--- src/rtl/systolic_pkg.sv ---
// ============================================================================
// systolic_pkg : shared state encoding, defaults and lane helpers for the feeder
// Rev 1.0
// ============================================================================
`default_nettype none

package systolic_pkg;

  typedef enum logic [2:0] {
    ST_IDLE   = 3'd0,
    ST_CLEAR  = 3'd1,
    ST_STREAM = 3'd2,
    ST_DRAIN  = 3'd3,
    ST_DONE   = 3'd4
  } state_e;

  localparam int DEF_N    = 4;
  localparam int DEF_DW   = 8;
  localparam int DEF_KMAX = 16;

  // Low bit of lane `lane` in a packed bus of `dw`-wide lanes.
  function automatic int lane_lo(input int lane, input int dw);
    return lane * dw;
  endfunction

  // Stream/drain counter must reach KMAX+N-2.
  function automatic int cnt_width(input int n, input int kmax);
    return $clog2(kmax + n) + 1;
  endfunction

endpackage

`default_nettype wire

--- src/rtl/feeder_bank.sv ---
// ============================================================================
// feeder_bank : N x KMAX operand register file with diagonally skewed read
// Rev 1.0
// ============================================================================
`default_nettype none

module feeder_bank
  import systolic_pkg::*;
#(
  parameter int N    = DEF_N,
  parameter int DW   = DEF_DW,
  parameter int KMAX = DEF_KMAX,
  parameter int CW   = cnt_width(DEF_N, DEF_KMAX)
) (
  input  logic                      clk_i,
  input  logic                      rst_ni,
  input  logic                      wr_en_i,
  input  logic [$clog2(N)-1:0]      wr_idx_i,
  input  logic [$clog2(KMAX)-1:0]   wr_k_i,
  input  logic [DW-1:0]             wr_data_i,
  input  logic [CW-1:0]             t_i,
  input  logic [$clog2(KMAX):0]     k_eff_i,
  output logic [N*DW-1:0]           rd_bus_o
);

  localparam int KW = $clog2(KMAX);

  logic [DW-1:0] mem_q [N][KMAX];

  always_ff @(posedge clk_i or negedge rst_ni) begin
    if (!rst_ni) begin
      for (int r = 0; r < N; r++) begin
        for (int k = 0; k < KMAX; k++) begin
          mem_q[r][k] <= '0;
        end
      end
    end else if (wr_en_i) begin
      mem_q[wr_idx_i][wr_k_i] <= wr_data_i;
    end
  end

  // Lane r reads element t-r; anything outside [0, k_eff) is zero padding.
  for (genvar r = 0; r < N; r++) begin : g_lane
    logic [CW-1:0] rel;
    logic          in_win;
    assign rel    = t_i - CW'(r);
    assign in_win = (t_i >= CW'(r)) && (rel < CW'(k_eff_i));
    assign rd_bus_o[lane_lo(r, DW) +: DW] = in_win ? mem_q[r][rel[KW-1:0]] : '0;
  end

endmodule

`default_nettype wire

--- src/rtl/systolic_feeder.sv ---
// ============================================================================
// systolic_feeder : skewed din/win edge driver for an NxN systolic MAC array;
// SYSTOLIC_FEEDER_CNT_EN adds a 16-bit completed-run counter (run_cnt_o).
// Rev 1.0
// ============================================================================
`default_nettype none

module systolic_feeder
  import systolic_pkg::*;
#(
  parameter int N    = DEF_N,
  parameter int DW   = DEF_DW,
  parameter int KMAX = DEF_KMAX
) (
  input  logic                      clk_i,
  input  logic                      rst_ni,
  input  logic                      wr_en_i,
  input  logic                      wr_sel_i,
  input  logic [$clog2(N)-1:0]      wr_idx_i,
  input  logic [$clog2(KMAX)-1:0]   wr_k_i,
  input  logic [DW-1:0]             wr_data_i,
  output logic                      wr_drop_o,
  input  logic                      start_i,
  input  logic [$clog2(KMAX):0]     k_len_i,
  output logic                      acc_clr_o,
  output logic [N*DW-1:0]           din_bus_o,
  output logic [N*DW-1:0]           win_bus_o,
  output logic                      busy_o,
  output logic                      done_o
`ifdef SYSTOLIC_FEEDER_CNT_EN
  ,
  output logic [15:0]               run_cnt_o
`endif
);

  localparam int KW = $clog2(KMAX);
  localparam int CW = cnt_width(N, KMAX);

  state_e        state_q, state_d;
  logic [CW-1:0] cnt_q, cnt_d;
  logic [KW:0]   keff_q, keff_d;

  logic          wr_range_ok, wr_ok, wr_drop_d;
  logic [N*DW-1:0] a_rd, w_rd;

  logic            acc_clr_q, busy_q, done_q, wr_drop_q;
  logic [N*DW-1:0] din_q, win_q;

  assign wr_range_ok = (int'(wr_idx_i) < N) && (int'(wr_k_i) < KMAX);
  assign wr_ok       = wr_en_i && (state_q == ST_IDLE) && wr_range_ok;
  assign wr_drop_d   = wr_en_i && !wr_ok;

  always_comb begin
    state_d = state_q;
    cnt_d   = cnt_q;
    keff_d  = keff_q;
    unique case (state_q)
      ST_IDLE: begin
        if (start_i && (k_len_i != '0)) begin
          state_d = ST_CLEAR;
          cnt_d   = '0;
          keff_d  = (int'(k_len_i) > KMAX) ? (KW+1)'(KMAX) : k_len_i;
        end
      end
      ST_CLEAR: begin
        state_d = ST_STREAM;
        cnt_d   = '0;
      end
      ST_STREAM: begin
        if (cnt_q == CW'(keff_q) + CW'(N - 2)) begin
          state_d = ST_DRAIN;
          cnt_d   = '0;
        end else begin
          cnt_d = cnt_q + CW'(1);
        end
      end
      ST_DRAIN: begin
        if (cnt_q == CW'(N - 1)) begin
          state_d = ST_DONE;
          cnt_d   = '0;
        end else begin
          cnt_d = cnt_q + CW'(1);
        end
      end
      ST_DONE:  state_d = ST_IDLE;
      default:  state_d = ST_IDLE;
    endcase
  end

  // Banks are read with the next-state index so lanes land in registers aligned with state.
  feeder_bank #(.N(N), .DW(DW), .KMAX(KMAX), .CW(CW)) u_bank_a (
    .clk_i     (clk_i),
    .rst_ni    (rst_ni),
    .wr_en_i   (wr_ok && !wr_sel_i),
    .wr_idx_i  (wr_idx_i),
    .wr_k_i    (wr_k_i),
    .wr_data_i (wr_data_i),
    .t_i       (cnt_d),
    .k_eff_i   (keff_d),
    .rd_bus_o  (a_rd)
  );

  feeder_bank #(.N(N), .DW(DW), .KMAX(KMAX), .CW(CW)) u_bank_w (
    .clk_i     (clk_i),
    .rst_ni    (rst_ni),
    .wr_en_i   (wr_ok && wr_sel_i),
    .wr_idx_i  (wr_idx_i),
    .wr_k_i    (wr_k_i),
    .wr_data_i (wr_data_i),
    .t_i       (cnt_d),
    .k_eff_i   (keff_d),
    .rd_bus_o  (w_rd)
  );

  always_ff @(posedge clk_i or negedge rst_ni) begin
    if (!rst_ni) begin
      state_q   <= ST_IDLE;
      cnt_q     <= '0;
      keff_q    <= '0;
      acc_clr_q <= 1'b0;
      busy_q    <= 1'b0;
      done_q    <= 1'b0;
      wr_drop_q <= 1'b0;
      din_q     <= '0;
      win_q     <= '0;
    end else begin
      state_q   <= state_d;
      cnt_q     <= cnt_d;
      keff_q    <= keff_d;
      acc_clr_q <= (state_d == ST_CLEAR);
      busy_q    <= (state_d == ST_CLEAR) || (state_d == ST_STREAM) || (state_d == ST_DRAIN);
      done_q    <= (state_d == ST_DONE);
      wr_drop_q <= wr_drop_d;
      din_q     <= (state_d == ST_STREAM) ? a_rd : '0;
      win_q     <= (state_d == ST_STREAM) ? w_rd : '0;
    end
  end

  assign acc_clr_o = acc_clr_q;
  assign busy_o    = busy_q;
  assign done_o    = done_q;
  assign wr_drop_o = wr_drop_q;
  assign din_bus_o = din_q;
  assign win_bus_o = win_q;

`ifdef SYSTOLIC_FEEDER_CNT_EN
  logic [15:0] run_cnt_q;

  always_ff @(posedge clk_i or negedge rst_ni) begin
    if (!rst_ni) begin
      run_cnt_q <= '0;
    end else if (done_q) begin
      run_cnt_q <= run_cnt_q + 16'd1;
    end
  end

  assign run_cnt_o = run_cnt_q;
`endif

endmodule

`default_nettype wire
--- config.mk ---
export PLATFORM = sky130hd
export DESIGN_NAME = systolic_feeder
export DESIGN_NICKNAME = d
export VERILOG_FILES = /design/src/rtl/systolic_pkg.sv /design/src/rtl/feeder_bank.sv /design/src/rtl/systolic_feeder.sv
export SDC_FILE = /design/constraint.sdc
export NUM_CORES = 2
export LEC_CHECK = 0
export BUFFER_PORTS_ARGS = -buffer_cell sky130_fd_sc_hd__buf_2
export CELL_PAD_IN_SITES_DETAIL_PLACEMENT = 0
export CELL_PAD_IN_SITES_GLOBAL_PLACEMENT = 2
export CORE_MARGIN = 1.5
export CORE_UTILIZATION = 46
export DETAILED_ROUTE_END_ITERATION = 10
export PLACE_DENSITY = 0.76
export SLEW_MARGIN = 20
export SYNTH_ARGS = -nofsm -noshare
export SYNTH_HDL_FRONTEND = slang
export SYNTH_SLANG_ARGS = --single-unit
--- constraint.sdc ---
create_clock -name clk_i -period 6 [get_ports clk_i]
set_input_delay 1.2 -clock clk_i [delete_from_list [all_inputs] [get_ports clk_i]]
set_output_delay 1.2 -clock clk_i [all_outputs]
set_load 0.01 [all_outputs]
# == After elaboration in Yosys (flattened, before gate mapping) ==
# Cells that the tools add are included.
# totals
word_cells,242
memories,0
rom_bits,0
latchBits,0
input_bits,24
output_inout_bits,68
ramBits,0
reg_bits,1106
# op_classes
shift,0
mux,51
reduce_logical,17
addsub,5
bitwise_logic,6
magnitude_cmp,17
n_eq_ne,9
n_div,0
n_mul,0
# ops
op,count
$bwmux W512,2
$bmux W8 S4,8
$demux W128 S2,1
$mux W8,25
$mux W128,1
$mux W32,2
$demux W8 S4,1
$ge A5 B5 Y1 const B,5
$not A4 Y5,5
$lt A6 B5 Y1,4
$pmux W6 S4,1
$mux W6,3
$mux W5,3
$eq A3 B2 Y1 const B,4
$ge A6 B1 Y1 const B,2
$ge A6 B2 Y1 const B,2
$pmux W3 S4,1
$sub A6 B2 Y6 const B,2
$logic_and A1 B1 Y1,11
$mux W3,3
$add A5 B2 Y6 const B,1
$add A6 B1 Y6 const B,1
$eq A3 B1 Y1 const B,2
$eq A6 B2 Y1 const B,1
other kinds (12),14

# == Longest topological paths before layout ==
# logic_depth
word_depth,11
depth_mapped,20
ltp_nobuf,16

# == Hierarchy ==
# Synthesis repeated with hierarchy kept, for this count alone.
# hier_totals
cells_unflattened,3388
area_unflattened_um2,51468.1
# modules_own_cells
mod,cells_per_inst,area_per_inst_um2,seq_area_each_um2,instances
feeder_bank (u_bank_a),1572,24229.5,12812.3,1
feeder_bank (u_bank_w),1569,23996.8,12812.3,1
systolic_feeder,247,3241.9,2052.0,1

# == Least setup slack after synthesis ==
# Ideal clock, no wire load.
# synth_timing
path_kind,input-to-reg
startpoint,in k_len_i[1]
endpoint,"reg din_q[14], in the netlist din_bus_o[14]"
path_slack_ps,1034
setup_ps,65
n_path_buf,4
arrival_ps,4901
stages,16
required_ps,5935
cell_sequence,nor3_4 a311o_1 a22o_4 nor2_8 clkbuf_1 clkbuf_1 inv_1 ha_1 clkinv_1 buf_1 ha_1 a2111oi_4 o311ai_2 a31oi_4 buf_6 o211a_1
# synth_between
elab_chain_cells,11
elab_cells_between_ends,21
cone_classes,1 x add/sub; 3 x order compare; 1 x eq/ne; 12 x mux; 1 x bitwise; 3 x reduce/logical
# synth_lines
element,line_no,source
start: declaration,systolic_feeder.sv:24,"input logic [$clog2(KMAX):0] k_len_i,"
$reduce_bool A5 Y1,systolic_feeder.sv:59,if (start_i && (k_len_i != '0)) begin
$logic_and A1 B1 Y1,systolic_feeder.sv:59,
$mux W6,systolic_feeder.sv:59,
$pmux W6 S4,systolic_feeder.sv:57,unique case (state_q)
$sub A6 B1 Y6,feeder_bank.sv:46,assign rel = t_i - CW'(r);
$not A4 Y5 (not written as such),feeder_bank.sv:48,"assign rd_bus_o[lane_lo(r, DW) +: DW] = in_win ? mem_q[r][rel[KW-1:0]] : '0;"
$bmux W8 S4,feeder_bank.sv:48,
$mux W8 (not written as such) (2 in a row),feeder_bank.sv:48,
$mux W8,feeder_bank.sv:48,
$mux W32 (*),systolic_feeder.sv:134,din_q <= (state_d == ST_STREAM) ? a_rd : '0;
end signal: assignment,systolic_feeder.sv:134,
end: declaration,systolic_feeder.sv:47,"logic [N*DW-1:0] din_q, win_q;"
# Every way passes the cells marked *; elsewhere a longest branch is shown, timed or not. The select of a mux whose other input is x is not followed.
# A chain may end at the register's enable or synchronous reset.

# == Worst setup path after layout ==
# layout_timing
startpoint,reg cnt_q[0]
endpoint,"reg din_q[15], in the netlist din_bus_o[15]"
# layout_between
elab_chain_cells,10
elab_cells_between_ends,21
cone_classes,2 x add/sub; 2 x order compare; 3 x eq/ne; 12 x mux; 1 x bitwise; 1 x reduce/logical
# layout_lines
element,line_no,source
start: declaration,systolic_feeder.sv:40,"logic [CW-1:0] cnt_q, cnt_d;"
start signal: assignment,systolic_feeder.sv:128,cnt_q <= cnt_d;
"$add A6 B1 Y6, or another cell as far along","systolic_feeder.sv:74, systolic_feeder.sv:82",
$mux W6 (on tied branches),"systolic_feeder.sv:78, systolic_feeder.sv:70",
$pmux W6 S4,systolic_feeder.sv:57,
$sub A6 B1 Y6,feeder_bank.sv:46,
$not A4 Y5 (not written as such),feeder_bank.sv:48,
$bmux W8 S4,feeder_bank.sv:48,
$mux W8 (not written as such) (2 in a row),feeder_bank.sv:48,
$mux W8,feeder_bank.sv:48,
$mux W32 (*),systolic_feeder.sv:134,
# Marks and branches as above.

==> impl_results.md <==
- NetSw: 12.2 mW
- Setup CP Type: reg -> reg
- Global-route usage over all layers: 25.5%
- # clock sinks: 1106
- Die span in y: 337 um
- Switch share: 42.2%
- Initial Util: 46.3%
- Die ar.: 0.113 sq mm
- CP Launch Type: register
- Die span in x: 337 um
- CTS buffer count: 118
- Port Buffers: 91
- CTS resizes: 0
- Adder-cell share of the synthesized area: 0.611%
- Max Cap Viol: 0
- Fmax: between 0.2 and 0.25 GHz
- Post-synth top area share: roughly 54%
- Leakage: around 28 nW
- DRC Markers: 0
- Main combinational cell family by area after synthesis: multiplexers
- CP Data Required Time: 6.64 ns
- Clock transition at path regs: about 0.06 ns
- Slew at the pin with the worst max-slew slack: 1.19 ns
- Wire per inst: ~26 um
- Asr flop ratio synth: 100%
- Worst Skew: between 0.015 and 0.02 ns
- Most common library cells after synthesis: 1106 x dfrtp_1, 1025 x mux2_2, 321 x nand2_1
- Drt first pass iters: 5
- Ports: 92
- Status: finished, final reports clean
- Largest net degree at the start of global routing: 193
- Final Cell Area: around 0.057 sq mm
- Setup ws final: 1.48 ns
- Rows: 122
- Global-route wire length before repair: approximately 220000 um
- Max-slew headroom: between 20% and 30%
- Synth area leaders: dfrtp_1 54%, mux2_2 23%, mux4_2 4.2%
- Clk pwr share: about a quarter
- Layout cells sized above 1: 40.2%
- Simple-gate share of the synthesized area: around 5.7%
- Synth warn: 0
- Tmin final: 4.52 ns
- Critical path peak fanout: 16
- Mean area per synthesized cell: 13.6 sq um
- XOR/XNOR Fraction of Synth Area: 0.298%
- Compound-gate portion of the synthesized area: 7.79%
- Post CTS Setup Buffer Count: 0
- Final net count: 3820
- Yosys cell types: 89
- Worst-case vdd ir drop: 1030 uV
- Pwr Density: approximately 510 mW/mm^2
- Vias: 32100
- Hold Path Class: reg -> reg
- RSZ-0062 raised after global routing: no
- GRT overflow: 0
- Final Hold Violating Endpoints: 0
- Synth Net Count: 3827
- Iter 0 DRT Violations: 2224
- Post-synthesis mux area share: between 20% and 30%
- DPL Wire Length: 86800 um
- Maximum buffer depth of the clock tree: 3
- Main synth FF type: dfrtp_1
- Pins over their slew limit: 0
- FF+latch count, synth: 1106
- Final setup TNS: 0 ns
- Number of synthesized flops with an enable pin: 0
- Post-synthesis sequential area ratio: between 50 and 60%
- Routed Antenna Nets: 0
- Placed instance area: ~0.053 sq mm
- Root Buffer: clkbuf_16
- Synthesized cell area: ~0.051 sq mm
- Area leader, netlist: dfrtp_1
- Internal power: 16.7 mW
- Initial antenna violation count: 7
- H-tree depth: 3
- Place WS: 0.920 ns
- Final setup fails: 0
- Syn-to-layout area delta: 11.2%
- CP endpoint kind: register
- Placer congestion estimate: 0.877
- Cells after Synth: 3778
- Core ar.: 0.111 sq mm
- Vias per cell: about 6
- Number of global-route vias before repair: 34600
- Fin crit share: about three quarters
- CTS tree: done
- Logic pwr share: 46.0%
- Reg power frac: 28.4%
- Worst path arrival time: 5.16 ns
- Number of fill cells in the layout: ~9400
- Dominant cell by count in the synthesized netlist: dfrtp_1
- Hold_buf cts: 0
- Clk Latency, worst-skew pair: 0.71 ns
- Total wire length: 142000 um
-- power groups by stage --
| stage | combinational (mW) | sequential [mW] | clock (mW) |
|---|---|---|---|
| 2_1_floorplan | 9.34 | 8.23 | 0 |
| 3_3_place_gp | 13.1 | 8.30 | 0 |
| 3_5_place_dp | 13.2 | 8.31 | 0 |
| 4_1_cts | 13.3 | 8.18 | 7.56 |
| 5_1_grt | 14.2 | 8.22 | 7.90 |
| 6_report | 13.3 | 8.18 | 7.40 |
-- registers in the layout (all words and copies together) (netlist names) --
name            cells
done_o              1
u_bank_w.mem_q    512
acc_clr_o           1
wr_drop_o           1
u_bank_a.mem_q    512
state_q             3
win_bus_o          32
din_bus_o          32
keff_q              5
cnt_q               6
busy_o              1
-- per-stage QoR --
step / util (%) / instances / hold slack, ns / power (mW)
5_1_grt: 51.5 / 5360 / 0.511 / 30.3
4_1_cts: 51.5 / 5358 / 0.498 / 29.0
3_3_place_gp: 47.9 / 5137 / 0.479 / 21.4
3_5_place_dp: 47.9 / 5137 / 0.485 / 21.5
2_1_floorplan: - / 3778 / 0.471 / 17.6
6_report: 51.5 / 5363 / 0.496 / 28.8
-- cell usage in the layout, fill, tap and decap left out, types with 29 or more instances in the layout --
master	netlist	routed
a211o_1	32	32
a211oi_1	120	120
a21oi_1	73	71
a221o_1	32	32
a311o_1	66	66
and3_1	113	113
buf_2	46	82
buf_4	11	66
clkbuf_1	206	29
clkbuf_16	0	121
clkbuf_8	1	33
dfrtp_1	1106	1106
mux2_2	1025	1025
mux2i_1	100	100
mux4_2	96	96
nand2_1	321	320
nor2_1	118	109
-- cells by family (layout without fill, tap and decap cells) --
group | count (synthesis) | after routing
compound gates | 468 | 468
buf+inv | 308 | 402
other cells | 0 | 3
flops | 1106 | 1106
simple gates | 635 | 635
fa+ha+maj | 25 | 25
xor+xnor | 15 | 15
mux | 1221 | 1221
-- final cells by class --
class / instances / area, sq um / area share [%]
inverter: 19 / 92.6 / 0.163
clock inverter: 38 / 393 / 0.690
clock buffer: 183 / 3590 / 6.30
sequential: 1106 / 27700 / 48.6
multi-input combinational: 2364 / 22200 / 38.9
tap: 1488 / 1860 / 3.27
antenna: 3 / 7.51 / 0.0132
timing repair buffer: 162 / 1180 / 2.07
-- worst paths after layout --
kind	start	end	slack, ns	cells past startpoint
min in group asynchronous	rst_ni	u_bank_a.mem_q[385]	0.58	1
min	u_bank_w.mem_q[405]	u_bank_w.mem_q[405]	0.50	1
max in group asynchronous	rst_ni	u_bank_a.mem_q[282]	3.99	2
max reg2reg	cnt_q[0]	din_bus_o[15]	1.48	15
min reg2reg	u_bank_w.mem_q[405]	u_bank_w.mem_q[405]	0.50	1
max	cnt_q[0]	din_bus_o[15]	1.48	15
-- routing by layer --
metal | vias to the layer above | GRT usage [%] | part of all wire [%]
li1 | 13900 | - | -
met1 | 17200 | 33.9 | 43
met2 | 734 | 41.9 | 48
met3 | 235 | 4.96 | 5.2
met4 | 8 | 8.24 | 3.4
met5 | - | 0.766 | 0.11
-- worst max-delay path, cell delays in order, from the launching register on --
cell and delay (ns):
dfrtp_1 0.46, ha_1 0.29, nand2b_1 0.18, a2111oi_0 0.51, o31a_1 0.35, or2_1 0.38, clkinv_4 0.17, ha_1 0.31
a21boi_1 0.20, xnor2_2 0.17, ha_1 0.26, a2111oi_4 0.35, o311ai_2 0.14, a31oi_4 0.20, buf_4 0.26, o211a_1 0.20
Note: power is estimated with default switching activity, not from simulation.
